===== src/rtl/jtag_pkg.sv =====
// -----------------------------------------------------------------------------
// jtag_pkg
// Purpose : Shared definitions for the JTAG instruction register / data-register
//           select decoder: instruction codes, DR_SEL bit positions, the number
//           of data registers and the code legalization function.
// Ports   : none (package).
// Config  : none here; JTAG_IR_PARITY_EN is handled by the users of this package.
// -----------------------------------------------------------------------------
package jtag_pkg;

  localparam int NUM_DR = 6;

  localparam logic [3:0] BYPASS         = 4'h0;
  localparam logic [3:0] BSR            = 4'h1;
  localparam logic [3:0] DEVICE_ID      = 4'h2;
  localparam logic [3:0] BIST_CONF      = 4'h3;
  localparam logic [3:0] BIST_STATUS    = 4'h4;
  localparam logic [3:0] BIST_USER_TEST = 4'h5;

  localparam int SEL_BYPASS         = 0;
  localparam int SEL_BSR            = 1;
  localparam int SEL_DEVICE_ID      = 2;
  localparam int SEL_BIST_CONF      = 3;
  localparam int SEL_BIST_STATUS    = 4;
  localparam int SEL_BIST_USER_TEST = 5;

  // Unimplemented opcodes fall back to BYPASS so an unknown instruction
  // always leaves a 1-bit path between TDI and TDO.
  function automatic logic [3:0] legalize(input logic [3:0] code);
    legalize = (code > BIST_USER_TEST) ? BYPASS : code;
  endfunction

endpackage


===== src/rtl/jtag_ir_decode_if.sv =====
// -----------------------------------------------------------------------------
// jtag_ir_decode_if
// Purpose : Bundles the TAP strobes, serial data and decoder outputs that run
//           between the TAP controller, the IR decoder and the data registers.
// Members : TLR, CAPTURE_IR, SHIFT_IR, UPDATE_IR, CAPTURE_DR, SHIFT_DR,
//           UPDATE_DR, TDI           (TAP side -> decoder)
//           IR_TDO, CODE[3:0], DR_SEL/DR_CAPTURE/DR_SHIFT/DR_UPDATE[5:0],
//           IR_ERR (only with JTAG_IR_PARITY_EN)   (decoder -> TAP/DRs)
// Modports: master = TAP side, slave = decoder.
// Config  : JTAG_IR_PARITY_EN adds the IR_ERR member.
// -----------------------------------------------------------------------------
interface jtag_ir_decode_if;

  logic                       TLR;
  logic                       CAPTURE_IR;
  logic                       SHIFT_IR;
  logic                       UPDATE_IR;
  logic                       CAPTURE_DR;
  logic                       SHIFT_DR;
  logic                       UPDATE_DR;
  logic                       TDI;
  logic                       IR_TDO;
  logic [3:0]                 CODE;
  logic [jtag_pkg::NUM_DR-1:0] DR_SEL;
  logic [jtag_pkg::NUM_DR-1:0] DR_CAPTURE;
  logic [jtag_pkg::NUM_DR-1:0] DR_SHIFT;
  logic [jtag_pkg::NUM_DR-1:0] DR_UPDATE;
`ifdef JTAG_IR_PARITY_EN
  logic                       IR_ERR;
`endif

  modport master (
    output TLR, CAPTURE_IR, SHIFT_IR, UPDATE_IR,
    output CAPTURE_DR, SHIFT_DR, UPDATE_DR, TDI,
`ifdef JTAG_IR_PARITY_EN
    input  IR_ERR,
`endif
    input  IR_TDO, CODE, DR_SEL, DR_CAPTURE, DR_SHIFT, DR_UPDATE
  );

  modport slave (
    input  TLR, CAPTURE_IR, SHIFT_IR, UPDATE_IR,
    input  CAPTURE_DR, SHIFT_DR, UPDATE_DR, TDI,
`ifdef JTAG_IR_PARITY_EN
    output IR_ERR,
`endif
    output IR_TDO, CODE, DR_SEL, DR_CAPTURE, DR_SHIFT, DR_UPDATE
  );

endinterface


===== src/rtl/jtag_ir_shift.sv =====
// -----------------------------------------------------------------------------
// jtag_ir_shift
// Purpose : Instruction shift stage (IR_SR): parallel capture, LSB-first serial
//           shift and the IR serial output.
// Ports   : clk, rst        clock (posedge) and synchronous active-high reset
//           tlr             Test-Logic-Reset soft reset
//           capture_ir, shift_ir, update_ir   TAP IR strobes
//           tdi             serial data in
//           ir_sr[SR_W-1:0] shift stage contents (to the update stage)
//           ir_tdo          serial out, IR_SR[0]
// Config  : SR_W is IR_W+1 when the top is built with JTAG_IR_PARITY_EN,
//           the extra MSB holding the parity bit.
// -----------------------------------------------------------------------------
module jtag_ir_shift #(
  parameter int              IR_W    = 4,
  parameter int              SR_W    = 4,
  parameter logic [IR_W-1:0] CAP_VAL = 4'b0001
) (
  input  logic            clk,
  input  logic            rst,
  input  logic            tlr,
  input  logic            capture_ir,
  input  logic            shift_ir,
  input  logic            update_ir,
  input  logic            tdi,
  output logic [SR_W-1:0] ir_sr,
  output logic            ir_tdo
);

  // The parity bit (if any) is captured as 0; the shifter fills it last.
  localparam logic [SR_W-1:0] CAP_EXT = SR_W'(CAP_VAL);

  // Update-IR holds the shift stage so the update stage samples a stable
  // value; resets outrank every strobe and discard any partial scan.
  always_ff @(posedge clk) begin
    if (rst || tlr) begin
      ir_sr <= CAP_EXT;
    end else if (update_ir) begin
      ir_sr <= ir_sr;
    end else if (capture_ir) begin
      ir_sr <= CAP_EXT;
    end else if (shift_ir) begin
      ir_sr <= {tdi, ir_sr[SR_W-1:1]};
    end
  end

  assign ir_tdo = ir_sr[0];

endmodule


===== src/rtl/jtag_ir_decode.sv =====
// -----------------------------------------------------------------------------
// jtag_ir_decode
// Purpose : JTAG instruction register plus data-register select decoder.
//           Holds the active instruction CODE (TDO mux select) and turns it
//           into one-hot select and capture/shift/update strobes for the six
//           data registers.
// Ports   : TCK   JTAG clock, all flops on posedge
//           RST   synchronous active-high reset
//           jtag  jtag_ir_decode_if.slave: TAP strobes and TDI in; IR_TDO,
//                 CODE, DR_SEL, DR_CAPTURE/SHIFT/UPDATE (and IR_ERR) out
// Config  : `define JTAG_IR_PARITY_EN adds an odd-parity bit to the IR and the
//           sticky IR_ERR flag; a bad-parity update selects BYPASS.
// -----------------------------------------------------------------------------
module jtag_ir_decode
  import jtag_pkg::*;
#(
  parameter int              IR_W    = 4,
  parameter logic [IR_W-1:0] CAP_VAL = 4'b0001
) (
  input  logic              TCK,
  input  logic              RST,
  jtag_ir_decode_if.slave   jtag
);

`ifdef JTAG_IR_PARITY_EN
  localparam int SR_W = IR_W + 1;
`else
  localparam int SR_W = IR_W;
`endif

  logic [SR_W-1:0]   ir_sr;
  logic [3:0]        code_q;
  logic [NUM_DR-1:0] dr_sel;
  logic              parity_ok;

  jtag_ir_shift #(
    .IR_W    (IR_W),
    .SR_W    (SR_W),
    .CAP_VAL (CAP_VAL)
  ) u_shift (
    .clk        (TCK),
    .rst        (RST),
    .tlr        (jtag.TLR),
    .capture_ir (jtag.CAPTURE_IR),
    .shift_ir   (jtag.SHIFT_IR),
    .update_ir  (jtag.UPDATE_IR),
    .tdi        (jtag.TDI),
    .ir_sr      (ir_sr),
    .ir_tdo     (jtag.IR_TDO)
  );

`ifdef JTAG_IR_PARITY_EN
  // Odd parity over the full shift stage is the only acceptable instruction.
  assign parity_ok = ^ir_sr;

  logic ir_err_q;

  // Sticky error: only RST clears it, TLR leaves it for software to read.
  always_ff @(posedge TCK) begin
    if (RST) begin
      ir_err_q <= 1'b0;
    end else if (!jtag.TLR && jtag.UPDATE_IR && !parity_ok) begin
      ir_err_q <= 1'b1;
    end
  end

  assign jtag.IR_ERR = ir_err_q;
`else
  assign parity_ok = 1'b1;
`endif

  // Update stage: CODE moves only on RST, TLR or UPDATE_IR, so it is stable
  // across any DR scan.
  always_ff @(posedge TCK) begin
    if (RST || jtag.TLR) begin
      code_q <= DEVICE_ID;
    end else if (jtag.UPDATE_IR) begin
      code_q <= parity_ok ? legalize(ir_sr[3:0]) : BYPASS;
    end
  end

  // code_q only ever holds legal codes; the default keeps the select one-hot
  // even if that invariant were ever broken.
  always_comb begin
    dr_sel = '0;
    case (code_q)
      BYPASS:         dr_sel[SEL_BYPASS]         = 1'b1;
      BSR:            dr_sel[SEL_BSR]            = 1'b1;
      DEVICE_ID:      dr_sel[SEL_DEVICE_ID]      = 1'b1;
      BIST_CONF:      dr_sel[SEL_BIST_CONF]      = 1'b1;
      BIST_STATUS:    dr_sel[SEL_BIST_STATUS]    = 1'b1;
      BIST_USER_TEST: dr_sel[SEL_BIST_USER_TEST] = 1'b1;
      default:        dr_sel[SEL_BYPASS]         = 1'b1;
    endcase
  end

  assign jtag.CODE   = code_q;
  assign jtag.DR_SEL = dr_sel;

  // Strobes are forced low during reset so no register sees a stray edge.
  assign jtag.DR_CAPTURE = RST ? '0 : (dr_sel & {NUM_DR{jtag.CAPTURE_DR}});
  assign jtag.DR_SHIFT   = RST ? '0 : (dr_sel & {NUM_DR{jtag.SHIFT_DR}});
  assign jtag.DR_UPDATE  = RST ? '0 : (dr_sel & {NUM_DR{jtag.UPDATE_DR}});

endmodule

===== src/flat_wrapper.sv =====
// flat-port wrapper written by rule: the top's interface ports become plain ports
module jtag_ir_decode_flat import jtag_pkg::*;
#(
  parameter int              IR_W    = 4,
  parameter logic [IR_W-1:0] CAP_VAL = 4'b0001
)
  (TCK, RST, jtag_TLR, jtag_CAPTURE_IR, jtag_SHIFT_IR, jtag_UPDATE_IR, jtag_CAPTURE_DR, jtag_SHIFT_DR, jtag_UPDATE_DR, jtag_TDI, jtag_IR_TDO, jtag_CODE, jtag_DR_SEL, jtag_DR_CAPTURE, jtag_DR_SHIFT, jtag_DR_UPDATE);
  jtag_ir_decode_if jtag_i ();
  input  logic TCK;
  input  logic RST;
  input wire logic [$bits(jtag_i.TLR)-1:0] jtag_TLR;
  input wire logic [$bits(jtag_i.CAPTURE_IR)-1:0] jtag_CAPTURE_IR;
  input wire logic [$bits(jtag_i.SHIFT_IR)-1:0] jtag_SHIFT_IR;
  input wire logic [$bits(jtag_i.UPDATE_IR)-1:0] jtag_UPDATE_IR;
  input wire logic [$bits(jtag_i.CAPTURE_DR)-1:0] jtag_CAPTURE_DR;
  input wire logic [$bits(jtag_i.SHIFT_DR)-1:0] jtag_SHIFT_DR;
  input wire logic [$bits(jtag_i.UPDATE_DR)-1:0] jtag_UPDATE_DR;
  input wire logic [$bits(jtag_i.TDI)-1:0] jtag_TDI;
  output wire logic [$bits(jtag_i.IR_TDO)-1:0] jtag_IR_TDO;
  output wire logic [$bits(jtag_i.CODE)-1:0] jtag_CODE;
  output wire logic [$bits(jtag_i.DR_SEL)-1:0] jtag_DR_SEL;
  output wire logic [$bits(jtag_i.DR_CAPTURE)-1:0] jtag_DR_CAPTURE;
  output wire logic [$bits(jtag_i.DR_SHIFT)-1:0] jtag_DR_SHIFT;
  output wire logic [$bits(jtag_i.DR_UPDATE)-1:0] jtag_DR_UPDATE;
  assign jtag_i.TLR = jtag_TLR;
  assign jtag_i.CAPTURE_IR = jtag_CAPTURE_IR;
  assign jtag_i.SHIFT_IR = jtag_SHIFT_IR;
  assign jtag_i.UPDATE_IR = jtag_UPDATE_IR;
  assign jtag_i.CAPTURE_DR = jtag_CAPTURE_DR;
  assign jtag_i.SHIFT_DR = jtag_SHIFT_DR;
  assign jtag_i.UPDATE_DR = jtag_UPDATE_DR;
  assign jtag_i.TDI = jtag_TDI;
  assign jtag_IR_TDO = jtag_i.IR_TDO;
  assign jtag_CODE = jtag_i.CODE;
  assign jtag_DR_SEL = jtag_i.DR_SEL;
  assign jtag_DR_CAPTURE = jtag_i.DR_CAPTURE;
  assign jtag_DR_SHIFT = jtag_i.DR_SHIFT;
  assign jtag_DR_UPDATE = jtag_i.DR_UPDATE;
  jtag_ir_decode #(.IR_W(IR_W), .CAP_VAL(CAP_VAL)) u_core (.TCK(TCK), .RST(RST), .jtag(jtag_i));
endmodule

===== config.mk =====
export PLATFORM = sky130hd
export DESIGN_NAME = jtag_ir_decode_flat
export DESIGN_NICKNAME = d
export VERILOG_FILES = /design/src/rtl/jtag_pkg.sv /design/src/rtl/jtag_ir_decode_if.sv /design/src/rtl/jtag_ir_shift.sv /design/src/rtl/jtag_ir_decode.sv /design/src/flat_wrapper.sv
export SDC_FILE = /design/constraint.sdc
export NUM_CORES = 1
export LEC_CHECK = 0
export CAP_MARGIN = 0
export CORE_MARGIN = 5
export CORE_UTILIZATION = 33
export DETAILED_ROUTE_END_ITERATION = 12
export GPL_TIMING_DRIVEN = 0
export HOLD_SLACK_MARGIN = 0.12
export PLACE_DENSITY = 0.84
export SLEW_MARGIN = 40
export SYNTH_ARGS = -nofsm -noshare
export SYNTH_HDL_FRONTEND = slang
export SYNTH_SLANG_ARGS = --single-unit

===== constraint.sdc =====
create_clock -name TCK -period 1.5 [get_ports TCK]
set_input_delay 0.225 -clock TCK [delete_from_list [all_inputs] [get_ports TCK]]
set_output_delay 0.225 -clock TCK [all_outputs]
set_load 0.03 [all_outputs]

# Word level (Yosys, flattened, before mapping)
# Index checks and enable logic that the tools add are counted.
# Widths: inputs -> output; s select.
# classes
n_eq_ne	5
bitwise_logic	4
n_lt_le_gt_ge	1
n_reduce_logical	4
mux	12
# op_table
op	n
$and 6x6->6	3
$mux 6	3
$mux 4	3
$eq 4x2->1 const B	2
$eq 4x3->1 const B	2
$mux 1	6
$reduce_or 5->1	1
$eq 4x1->1 const B	1
$gt 4x3->1 const B	1
$reduce_and 2->1	1
$reduce_bool 2->1	1
$logic_or 1x1->1	1
$not 1->1	1
# totals
output_inout_bits	29
in_bits	10
word_cells	28
ff_bits	8

# Logic depth before layout (Yosys ltp)
# Gate-level depths: netlist of run 1.
# depth
ltp_word	5
mapped_depth	3
depth_no_buf	2

# Hierarchy
# From an unflattened synthesis of run 1, not the netlist that was laid out.
# hier_totals
hier_cells	66
hier_area_um2	540.5
# modules_own_cells
mod	seq_area_each_um2	cells_each	instances	area_each_um2
jtag_ir_decode	80.1	49	1	356.6
jtag_ir_shift	80.1	17	1	183.9

# Least setup slack after synthesis of run 1
# OpenSTA, ideal clock, no wires.
# synth_path
kind	reg2out
from	register u_core.code_q[1], in the netlist u_core.jtag.CODE[1]
to	output jtag_DR_CAPTURE[2]
arrival_time_ns	1.543
path_buffers	0
stages_incl_launch_ff	3
setup_slack_ns	-0.268
path_cell_list	dfxtp_1 -> or4b_4 -> nor2_1
# synth_via
elab_chain_len	4
# synth_rtl
item	line_no	rtl
from (decl)	jtag_ir_decode.sv:32	logic [3:0] code_q;
from (signal assigned)	jtag_ir_decode.sv:78	code_q <= parity_ok ? legalize(ir_sr[3:0]) : BYPASS;
$eq 4x2->1	jtag_ir_decode.sv:86	case (code_q)
$mux 1	jtag_ir_decode.sv:86	
$and 6x6->6	jtag_ir_decode.sv:101	assign jtag.DR_CAPTURE = RST ? '0 : (dr_sel & {NUM_DR{jtag.CAPTURE_DR}});
$mux 6	jtag_ir_decode.sv:101	
to (decl)	flat_wrapper.sv:22	output wire logic [$bits(jtag_i.DR_CAPTURE)-1:0] jtag_DR_CAPTURE;
# No other way between the ends.

# Final worst setup path of run 1
# layout_path
from	register u_core.code_q[2], in the netlist u_core.jtag.CODE[2]
to	output jtag_DR_CAPTURE[2]
# Same word-level chain as after synthesis.

==> results of run 1 <==
[cells by family after synthesis]
kind of cell | after synthesis | synth area share [%]
AND/OR/NAND/NOR | 41 | 49.1
AO/OA/AOI/OAI | 11 | 15.5
flip-flops | 8 | 30.0
buffers and inverters | 7 | 5.40
[worst max-delay path: cells and delay by family (launching register included)]
family | cells | cell delay (ps)
buffers and inverters | 1 | 130
flip-flops | 1 | 360
AND/OR/NAND/NOR | 2 | 720
[flip-flops by register name, indices dropped and copies added (netlist names)]
name                  flops
u_core.jtag.CODE          4
u_core.u_shift.ir_sr      4
[cell usage after synthesis]
| master | instances |
|---|---|
| or2b_1 | 1 |
| o21a_1 | 1 |
| inv_1 | 5 |
| nand3_1 | 1 |
| buf_2 | 2 |
| a41o_1 | 1 |
| a32o_1 | 3 |
| or4b_4 | 3 |
| nand4bb_1 | 3 |
| dfxtp_1 | 8 |
| nand2_1 | 2 |
| or3_2 | 1 |
| nand2b_1 | 3 |
| nor2b_1 | 3 |
| o21bai_1 | 1 |
| a21oi_1 | 4 |
| nor4b_1 | 3 |
| nor4bb_1 | 1 |
| a22oi_1 | 1 |
| nor2_1 | 16 |
| nor3_1 | 2 |
| nor3b_1 | 2 |
[cells in the final DEF, fill, tap and decap left out, drive strengths merged, types with 4 or more instances in the layout]
cell,synthesis,layout
clkdlybuf4s50,0,7
dfxtp,8,8
dlygate4sd2,0,4
a21oi,4,4
inv,5,5
buf,2,25
nor2,16,16
clkbuf,0,6
[per-stage QoR]
step                instances  TNS (ps)  hold WS (ps)  util, %  worst slack [ps]
finish                    125     -2650           260     70.7              -187
global route              125     -3610           289     70.7              -227
CTS                       124     -2680           255     67.9              -190
detailed placement        119    -11030           521     65.4              -585
global placement          119    -10610           514     65.4              -537
floorplan                  67     -20.6           295        -             -6.87
[power groups by stage]
stage / Clock (mW) / Combinational [mW] / Sequential [mW]
floorplan: 0 / 0.0871 / 0.233
CTS: 0.166 / 0.163 / 0.220
global placement: 0 / 0.154 / 0.227
finish: 0.158 / 0.166 / 0.220
global route: 0.179 / 0.176 / 0.220
detailed placement: 0 / 0.157 / 0.227
[layout make-up]
type / instances / area share [%]
Tap cell: 16 / 1.86
Multi-Input combinational cell: 52 / 42.0
Timing Repair Buffer: 39 / 35.3
Sequential cell: 8 / 16.0
Clock buffer: 3 / 2.09
Inverter: 5 / 1.74
Buffer: 2 / 0.929
[layer usage]
metal / GRT usage [%] / vias to the layer above / part of all wire, %
met5: 0 / - / 0
met4: 3.93 / 0 / 0.23
met3: 4.14 / 2 / 13
met2: 23.4 / 40 / 47
met1: 15.5 / 300 / 39
li1: - / 331 / -
[repair_timing]
| action | CTS | global route |
|---|---|---|
| hold buffers | 0 | 0 |
| resized for setup | 161 | 10 |
| setup buffers | 2 | 1 |
| setup endpoints to repair | 29 | 25 |
| pin swaps | 11 | 3 |
[path summary, 6_finish.rpt]
check / from / to / cells after the start
max: u_core.jtag.CODE[2]$_SDFFE_PP0P_ / jtag_DR_CAPTURE[2] / 3
min: jtag_UPDATE_IR / u_core.jtag.CODE[3]$_SDFFE_PP0P_ / 2
max reg2reg: u_core.jtag.CODE[2]$_SDFFE_PP0P_ / u_core.jtag.CODE[2]$_SDFFE_PP0P_ / 4
min reg2reg: u_core.u_shift.ir_sr[0]$_SDFFE_PP1P_ / u_core.jtag.CODE[0]$_SDFFE_PP0P_ / 1
==> results.cfg, run 1 <==
[global_routing]
grt_pass1_wl_um = 2700
grt_overflow_total = 0
grt_max_degree = 11
grt_pass1_vias = 582
antenna_found_initial = 0
grt_usage_pct = 13.4

[floorplanning]
fp.dieW_um = 50.2
std_cell_rows = 14
initial_core_util_pct = 35.0
die_h_um = 50.2
io_pins = 39
die_area_mm2 = 0.00252
design.core.area_mm2 = 0.00152

[timing]
finalSetupViolCount = 18
finalHoldViolCount = 0
fin_crit_sh_pct = 112
fin_ws_ps = -187
max_freq_ghz = 0.593
period_minus_slack_ps = 1690
clock_skew_ps = 3.05
tightest_slew_ps = 462
rsz0062_at_grt = true
report.final.slew_viol_count = 0
slew_headroom_pct = 69.2

[route]
wirelength_um = 1760
postRouteAntennaNets = 0
drt_iter0_drc = 8
wire_per_inst_um = 14.1
dr.pass1.iters = 4
drc = 0
via_per_inst = 5.38
vias = 673

[power]
share_seq_of_total_power_pct = 40.4
clkPwrFrac_pct = 29.1
total_power_mw = 0.544
p_sw_share_pct = 30.8
switchingPower_mw = 0.167
p_per_area_mw_per_mm2 = 505
p_leak_nw = 0.462
vdd_drop_max_v = 0.000352
comb_power_share_pct = 30.5
intPower_mw = 0.376

[outcome]
violations = setup timing
outcome = complete, but fails checks

[yosys]
synth_top_area_share_pct = 30.0
syn_area_per_cell_um2 = 7.96
ys_ff_latch = 8
ys_types = 22
yosys.area.top_type = dfxtp_1
ys_seq_area_share_pct = 30.0
synth_warnings = 0
syn_area_um2 = 533
syn_nets = 77
yosys-top-cells-area = dfxtp_1 (30%), nor2_1 (11%), or4b_4 (7.7%)
synth_cells = 67

[placed_design]
placed_area_um2 = 997
place_hpwl_um = 1370
place.gp.congestion = 0.727
numPortBuffers = 36

[layout]
nets = 121
seq_area_um2 = 173
drive_above_1_share_pct = 53.2
multi_input_area_um2 = 453
fin_area_mm2 = 0.00108
n_antenna_cell = 0
syn_to_final_growth_pct = 102
nFillCells = 122

[worst_setup_path]
regToRegSetupSlack_ps = 510
critPathLaunchType = flop
path_cells = or4b_4 -> nor2_4 -> buf_6
crit_path_end_kind = primary output
critPathMaxFanout = 7
cp_slowest_stage_delay_ps = 610
required_ps = 1270
cpMaxStageDelayCell = or4b_4
arrival_ps = 1460
crit_type = flop to primary output

[clock_network]
cts.sinks = 8
h-tree-depth = 1
cts_made_buffers = 3
cts.clk_slew.worst_paths_ps = 50
root_buffer = clkbuf_4
cts_tree = done
clockBufferDepth = 2
clock_latency_ps = 250

[flow_run]
cap_violations = 0

[min_path]
hp-class = primary input to flop
No activity file was read; power rests on OpenSTA's default activity.
==> run 2: changes to the inputs <==
--- a/config.mk
+++ b/config.mk
@@ -11,7 +11,7 @@
 export DETAILED_ROUTE_END_ITERATION = 12
 export GPL_TIMING_DRIVEN = 0
 export HOLD_SLACK_MARGIN = 0.12
-export PLACE_DENSITY = 0.84
+export PLACE_DENSITY = 0.79
 export SLEW_MARGIN = 40
 export SYNTH_ARGS = -nofsm -noshare
 export SYNTH_HDL_FRONTEND = slang
==> run 2 against run 1 <==
Register-to-register slack improved by 90 ps. Utilization decreased by 2.3 points. Die area did not move. Sequential share of layout area rose by 0.30 points. Combinational power is 4% lower. Largest cell class unchanged. Critical path type unchanged. Worst hold slack worse by 3.5 ps. Flip-flop and latch count unchanged. Clock skew shrank 1.9 ps. Clock-buffer cell count unchanged. Cell count down 1.6%. Via count is 3.1% lower. The run still ends with setup timing left.
==> results.cfg, run 2 (synthesized netlist as in run 1, its figures left out) <==
[timing]
fin_crit_sh_pct = 112
tns_ps = -2370
finalHoldViolCount = 0
tightest_slew_ps = 426
timing.hold.ws_ps = 256
clock_skew_ps = 1.12
max_freq_ghz = 0.594
report.final.slew_viol_count = 0
rsz0062_at_grt = true
period_minus_slack_ps = 1680
slew_headroom_pct = 71.5
finalSetupViolCount = 19
fin_ws_ps = -184

[clock_network]
cts_tree = done
clockBufferDepth = 2
cts.sinks = 8
cts.clk_slew.worst_paths_ps = 50
cts_made_buffers = 3
h-tree-depth = 1
clock_latency_ps = 250
root_buffer = clkbuf_4

[layout]
layout_common_cells = buf_6 (15), nor2_4 (9), nor2_1 (7), clkdlybuf4s50_1 (7), buf_2 (5)
syn_to_final_growth_pct = 95.5
nFillCells = 136
n_antenna_cell = 0
multi_input_area_um2 = 434
drive_above_1_share_pct = 51.4
nets = 119
fin_util_pct = 68.4
final_common_cell = buf_6
seq_area_um2 = 170

[global_routing]
antenna_found_initial = 0
grt_pass1_wl_um = 2680
grt_usage_pct = 13.8
grt_pass1_vias = 598
grt_max_degree = 11
grt_overflow_total = 0

[worst_setup_path]
rr_endpoint = u_core.jtag.CODE[0]$_SDFFE_PP0P_
arrival_ps = 1460
timing.rr.start = u_core.jtag.CODE[0]$_SDFFE_PP0P_
critPathLaunchType = flop
rr_worst_depth = 2
crit_type = flop to primary output
critPathLaunch = u_core.jtag.CODE[2]$_SDFFE_PP0P_
crit_path_end_kind = primary output
required_ps = 1270
critPathMaxFanout = 8
regToRegSetupSlack_ps = 600

[route]
drt_iter0_drc = 8
wirelength_um = 1720
postRouteAntennaNets = 0
drc = 0
via_per_inst = 5.30
vias = 652
wire_per_inst_um = 14.0
dr.pass1.iters = 4

[floorplanning]
io_pins = 39
std_cell_rows = 14
die_h_um = 50.2
initial_core_util_pct = 35.0
die_area_mm2 = 0.00252
design.core.area_mm2 = 0.00152
fp.dieW_um = 50.2

[power]
vdd_drop_max_v = 0.000629
p_leak_nw = 0.443
p_per_area_mw_per_mm2 = 519

[outcome]
violations = setup timing
outcome = complete, but fails checks

[placed_design]
numPortBuffers = 36
place_hpwl_um = 1400
place.gp.congestion = 0.716
place_ws_ps = -582

[min_path]
hold_end = u_core.jtag.CODE[3]$_SDFFE_PP0P_
min_path_cells = 2
hp-class = primary input to flop
hp-start = RST

[flow_run]
cap_violations = 0
==> run 2: layout make-up <==
type | count | share of cell area [%]
Timing Repair Buffer | 37 | 35.2
Inverter | 5 | 1.80
Sequential cell | 8 | 16.3
Multi-Input combinational cell | 52 | 41.7
Tap cell | 16 | 1.92
Buffer | 2 | 0.960
Clock buffer | 3 | 2.16
==> run 2: stage by stage <==
step	std cells	total power, mW	instance area, um^2
final	123	0.541	1040
after global routing	123	0.565	1040
after CTS	123	0.550	1040
after detailed placement	119	0.384	997
after global placement	119	0.381	997
after floorplan	67	0.320	617
==> run 2: metal layers <==
layer	vias up	part of all wire (%)	track usage (%)
met1	283	40	14.2
met5	-	0	0
met4	0	2.9	10.5
li1	322	-	-
met3	5	14	4.44
met2	42	43	22.8
==> run 2: timing repair <==
| action | 4_1_cts | 5_1_grt |
|---|---|---|
| resized for setup | 154 | 5 |
| hold buffers | 0 | 0 |
| endpoints found under the setup margin | 29 | 23 |
| pin swaps | 10 | 2 |
| setup buffers | 1 | 0 |
==> run 2: worst max path at each step <==
stage,cells after the start,end,slack (ps)
4_1_cts,3,jtag_DR_CAPTURE[1],-200
6_report,3,jtag_DR_UPDATE[2],-180
2_1_floorplan,2,jtag_DR_CAPTURE[0],-7
3_5_place_dp,4,jtag_DR_SHIFT[0],-580
3_3_place_gp,4,jtag_DR_UPDATE[0],-530
5_1_grt,3,jtag_DR_UPDATE[1],-230
==> run 2: worst max-delay path, stage by stage, from the launching register on <==
cell and delay, ps:
dfxtp_4 360, or4b_4 610, nor2_4 110, buf_6 130
==> run 2: where the power goes <==
group	leakage [nW]	switching, mW	total, mW	internal [mW]
registers	0.0666	0.00615	0.221	0.214
logic	0.363	0.0917	0.160	0.0679
clock network	0.0138	0.0699	0.161	0.0913
total	0.443	0.168	0.541	0.374
==> run 3: changes to the inputs <==
--- a/config.mk
+++ b/config.mk
@@ -5,11 +5,12 @@
 export SDC_FILE = /design/constraint.sdc
 export NUM_CORES = 1
 export LEC_CHECK = 0
+export ABC_CLOCK_PERIOD_IN_PS = 1500
 export CAP_MARGIN = 0
 export CORE_MARGIN = 5
 export CORE_UTILIZATION = 33
+export CTS_CLUSTER_SIZE = 20
 export DETAILED_ROUTE_END_ITERATION = 12
-export GPL_TIMING_DRIVEN = 0
 export HOLD_SLACK_MARGIN = 0.12
 export PLACE_DENSITY = 0.79
 export SLEW_MARGIN = 40
==> run 3 against run 2 <==
Clock-buffer cell count did not move. Sequential power barely moved. The run still ends with setup timing left. Critical path type unchanged. Global-route usage rose by 1.8 points. Largest power group unchanged. Critical path depth did not move. Worst setup slack improved by 2.7 ps. Largest cell class is now buffers. Power rose by 4.6%. Flip-flop and latch count did not move. Utilization rose by 6.8 points. Register-to-register slack barely moved. Die area did not move. Maximum frequency rose by 0.16%.
==> results.cfg, run 3 (synthesized netlist as in run 1, its figures left out) <==
[outcome]
outcome = complete, but fails checks
violations = setup timing

[worst_setup_path]
cp_slowest_stage_delay_ps = 600
path_delay_family = simple AND/OR/NAND/NOR gates
crit_path_end_kind = primary output
arrival_ps = 1460
path_cells = or4b_4 -> nor2_4 -> buf_6
critPathMaxFanout = 7
cpMaxStageDelayCell = or4b_4
required_ps = 1270
crit_type = flop to primary output
crit_buf_inv = 1
critPathLaunchType = flop

[layout]
nets = 131
multi_input_area_um2 = 443
n_antenna_cell = 0
drive_above_1_share_pct = 54.6
seq_area_um2 = 170
fin_util_pct = 75.2
final_common_cell = buf_4
nFillCells = 116
syn_to_final_growth_pct = 115
layout_common_cells = buf_4 (21), buf_6 (16), nor2_4 (9), clkdlybuf4s50_1 (9), nor2_1 (6)

[floorplanning]
io_pins = 39
fp.dieW_um = 50.2
die_h_um = 50.2
design.core.area_mm2 = 0.00152
std_cell_rows = 14
die_area_mm2 = 0.00252
initial_core_util_pct = 35.0

[global_routing]
grt_overflow_total = 0
antenna_found_initial = 0
grt_usage_pct = 15.5
grt_pass1_vias = 678
grt_max_degree = 9
grt_pass1_wl_um = 3140

[timing]
timing.hold.ws_ps = 516
finalHoldViolCount = 0
fin_ws_ps = -182
rsz0062_at_grt = true
tns_ps = -2540
max_freq_ghz = 0.595
period_minus_slack_ps = 1680
finalSetupViolCount = 23
clock_skew_ps = 2.97
tightest_slew_ps = 317
slew_headroom_pct = 78.8
fin_crit_sh_pct = 112
report.final.slew_viol_count = 0

[clock_network]
h-tree-depth = 1
root_buffer = clkbuf_4
cts_tree = done
clock_latency_ps = 250
cts.clk_slew.worst_paths_ps = 50
clockBufferDepth = 2
cts_made_buffers = 3
holdBufCountCts = 0
cts.sinks = 8

[route]
postRouteAntennaNets = 0
vias = 704
drc = 0
dr.pass1.iters = 4
drt_iter0_drc = 16
via_per_inst = 5.21
wire_per_inst_um = 14.2
wirelength_um = 1920

[placed_design]
place.gp.congestion = 0.707
numPortBuffers = 38
place_hpwl_um = 1490

[min_path]
hp-class = flop to flop

[power]
vdd_drop_max_v = 0.000518
p_leak_nw = 0.496
p_per_area_mw_per_mm2 = 494

[flow_run]
cap_violations = 0
-- run 3: changes by cell type in the layout (fill, tap and decap cells not counted), sizes merged --
| cell | previous run | this run |
|---|---|---|
| dlygate4sd2 | 4 | 5 |
| clkdlybuf4s50 | 7 | 9 |
| clkbuf | 4 | 3 |
| clkdlybuf4s15 | 2 | 0 |
| clkdlybuf4s18 | 2 | 0 |
| buf | 22 | 37 |
| dlymetal6s2s | 1 | 0 |
-- run 3: final timing paths --
kind / startpoint / endpoint / slack [ps] / cells past startpoint
max: u_core.jtag.CODE[1]$_SDFFE_PP1P_ / jtag_DR_UPDATE[1] / -180 / 3
min: u_core.jtag.CODE[3]$_SDFFE_PP0P_ / u_core.jtag.CODE[3]$_SDFFE_PP0P_ / 520 / 1
max reg2reg: u_core.jtag.CODE[2]$_SDFFE_PP0P_ / u_core.jtag.CODE[2]$_SDFFE_PP0P_ / 590 / 3
min reg2reg: u_core.jtag.CODE[3]$_SDFFE_PP0P_ / u_core.jtag.CODE[3]$_SDFFE_PP0P_ / 520 / 1
-- run 3: final cells by class --
type                            count  area share [%]
Inverter                            5            1.64
Timing Repair Buffer               51            41.2
Tap cell                           16            1.75
Multi-Input combinational cell     52            38.6
Sequential cell                     8            14.8
Clock buffer                        3            1.97
-- run 3: through the flow --
stage	power (mW)	cells	instance area, um^2	worst slack [ps]
finish	0.566	135	1150	-182
global route	0.599	135	1150	-241
CTS	0.569	135	1110	-204
detailed placement	0.401	130	1030	-15.0
global placement	0.399	130	1030	3.05
floorplan	0.320	67	617	-6.87
-- run 3: where the power goes --
group	switching [mW]	internal, mW	total, mW
registers	0.00542	0.214	0.220
logic	0.0975	0.0889	0.186
clock network	0.0690	0.0913	0.160
total	0.172	0.394	0.566
-- run 3: repair_timing --
| action | CTS | global route |
|---|---|---|
| resized for setup | 20 | 10 |
| pin swaps | 10 | 3 |
| endpoints found under the setup margin | 27 | 24 |
| gates cloned | 0 | 0 |
| buffers inserted | 2 | 0 |
| endpoints found under the hold margin | 0 | 0 |
-- run 3: layer usage --
metal	wire length, um	vias up	global-route usage (%)	share of wire [%]
met5	0	-	0	0
met4	8	0	5.24	0.42
met3	213	2	4.44	11
met2	963	41	27.0	50
met1	736	312	18.0	38
li1	-	349	-	-
==> patch: new RTL, flow settings as in run 1 <==
Set the package constant `NUM_DR` to 12 (it was 6).
--- a/src/rtl/jtag_pkg.sv
+++ b/src/rtl/jtag_pkg.sv
@@ -8,7 +8,7 @@
 // -----------------------------------------------------------------------------
 package jtag_pkg;
 
-  localparam int NUM_DR = 6;
+  localparam int NUM_DR = 12;
 
   localparam logic [3:0] BYPASS         = 4'h0;
   localparam logic [3:0] BSR            = 4'h1;
Interface: changed (resized jtag_DR_CAPTURE, jtag_DR_SEL, jtag_DR_SHIFT and jtag_DR_UPDATE); port bits go from 39 to 63. The function was not compared with the original's and may differ.
==> patch against run 1 <==
- the run still ends with setup timing left
- power is 23% higher
- critical endpoint is now jtag_DR_UPDATE[1]
- maximum frequency is 0.60% lower
- via count is 17% higher
- register-to-register slack better by 100 ps
- sequential cell count stayed put
- combinational power is 72% higher
- final area is 19% higher
- routed wire length is 22% higher
- global-route usage is 0.71 points lower
- setup slack worse by 10 ps
- area after synthesis is 34% higher
- sequential share of layout area is 2.7 points lower
- clock power is 4% higher
- critical path type unchanged
- count of clock-buffer cells in the layout stayed put
==> patch: results (changes against run 1) <==
status=finished with violations; failing checks=setup timing; first-pass GRT wire length=3353 um (+24%); R2R cell count=2 (-2); distinct cell type count after synthesis=25 (+14%); Buffers on Ports=36 (unchanged); skew final=2.038 ps (-1.012 ps); Switching Share=38.57% (+7.8 points); vias in the first global route=733 (+26%); leakage=0.6350 nW (+37%); R2R setup slack=610 ps (+100 ps); antenna violations before repair=0 (unchanged); Crit-path slowest cell=or4b_4; mapped cell area=711.9 um2 (+34%); pin count of the biggest net entering global routing=11 (unchanged); clock buffer depth=2 (unchanged); Final Setup Violations=16 (-2); Crit path largest cell delay=600 ps; share of layout cells above drive strength 1=47.10% (-6.1 points); worst-path maximum fanout=7 (unchanged); total gr overflow=0 (unchanged); Setup crit end=jtag_DR_UPDATE[1]; Placed Area=0.001234 mm2 (+24%); TritonRoute pass-1 iters=3 (-1); Peak supply drop=0.3882 mV (+10%); CTS Buf Count=3 (unchanged); Post-synth ARST share=0% (unchanged); most frequent cells after synthesis=buf_4 (24), nor2_1 (16), dfxtp_1 (8); clock slew at reported path FFs=50 ps (about the same); Setup TNS=-2328 ps (+321.2 ps); ant diodes=0 (unchanged); r2r endpoint=u_core.u_shift.ir_sr[2]; synth warn=0 (unchanged); r2r startpoint=u_core.u_shift.ir_sr[2]; largest delay contributor family on the critical path=simple AND/OR/NAND/NOR gates; DR vias/cell=4.319 (-20%); Gate power share=42.7% (+12 points); final setup margin=-196.8 ps (-10.11 ps); detailed router's first-iteration violation count=4 (-4); Place WS=-503.7 ps (+81.46 ps); Skew-Pair Late Insertion Delay=250 ps (about the same); Nets=167 (+38%); Root Buffer=clkbuf_4; CTS H-tree depth=1 (unchanged); Hold Path Class=input port to flip-flop; crit path DAT=1470 ps; GRT Total Usage=12.70% (-0.71 points); top cells by area, synth=buf_4 (25%), dfxtp_1 (22%), nor2_1 (8.4%); GP Congestion=0.7431 (+2.2%); Main synth FF type=dfxtp_1; launch point of the critical path=u_core.jtag.CODE[3]; WL per Instance=11.86 um (-16%); Post-DP HPWL=1843 um (+34%); post-synthesis sequential area ratio=22.50% (-7.6 points)
[patch: layer usage]
metal,vias up,global-route usage (%),part of all wire (%)
li1,393,-,-
met1,340,13.78,39
met2,50,23.10,47
met3,3,4.587,13
met4,0,3.051,0.97
met5,-,0,0
[patch: kinds of logic (layout without fill, tap and decap cells)]
family	after synthesis	after routing	share of synthesized area, %
AOI/OAI and AO/OA	12	12	12.13
and+or+nand+nor	40	40	35.85
buffers and inverters	31	71	29.00
DFF	8	8	22.50
other	1	24	0.5267
[patch: timing repair]
action                                 CTS  global route
gates resized for setup                163             5
endpoints found under the hold margin    0             0
pin swaps                                9             3
buffers inserted                         1             0
cloned                                   0             0
setup endpoints to repair               29            21
[patch: worst min-delay path by stage]
stage / start / slack (ps) / cells after the start / end
6_report: RST / 380 / 2 / u_core.jtag.CODE[3]
5_1_grt: RST / 430 / 2 / u_core.jtag.CODE[3]
4_1_cts: RST / 390 / 2 / u_core.jtag.CODE[3]
3_5_place_dp: u_core.u_shift.ir_sr[0] / 530 / 1 / u_core.jtag.CODE[0]
3_3_place_gp: u_core.u_shift.ir_sr[0] / 530 / 1 / u_core.jtag.CODE[0]
2_1_floorplan: jtag_TLR / 300 / 1 / u_core.jtag.CODE[3]
[patch: worst register-to-register path, delay by kind of cell, from the launching register on]
| kind | cells | cell delay, ps |
|---|---|---|
| flops | 1 | 360 |
| simple gates | 1 | 290 |
| compound gates | 1 | 180 |
[patch: area by class of cell]
type	count	area, um2
Buffer	26	187.7
Clock buffer	3	22.52
Fill cell	176	721.9
Inverter	5	18.77
Multi-Input combinational cell	76	506.7
Sequential cell	8	170.2
Tap cell	27	33.78
Timing Repair Buffer	37	340.3
[patch: stage by stage]
step | hold slack (ps) | std cells | total power, mW
final | 381.9 | 182 | 0.6682
after global routing | 427.3 | 182 | 0.7028
after CTS | 394.6 | 182 | 0.6681
after detailed placement | 530.6 | 178 | 0.5001
after global placement | 530.3 | 178 | 0.4962
after floorplan | 304.3 | 115 | 0.4346
[patch: power by group through the flow]
stage | clock (mW) | sequential (mW) | combinational, mW
5_1_grt | 0.182 | 0.220 | 0.301
3_3_place_gp | 0 | 0.227 | 0.269
2_1_floorplan | 0 | 0.232 | 0.202
3_5_place_dp | 0 | 0.228 | 0.273
6_report | 0.164 | 0.219 | 0.285
4_1_cts | 0.168 | 0.219 | 0.281
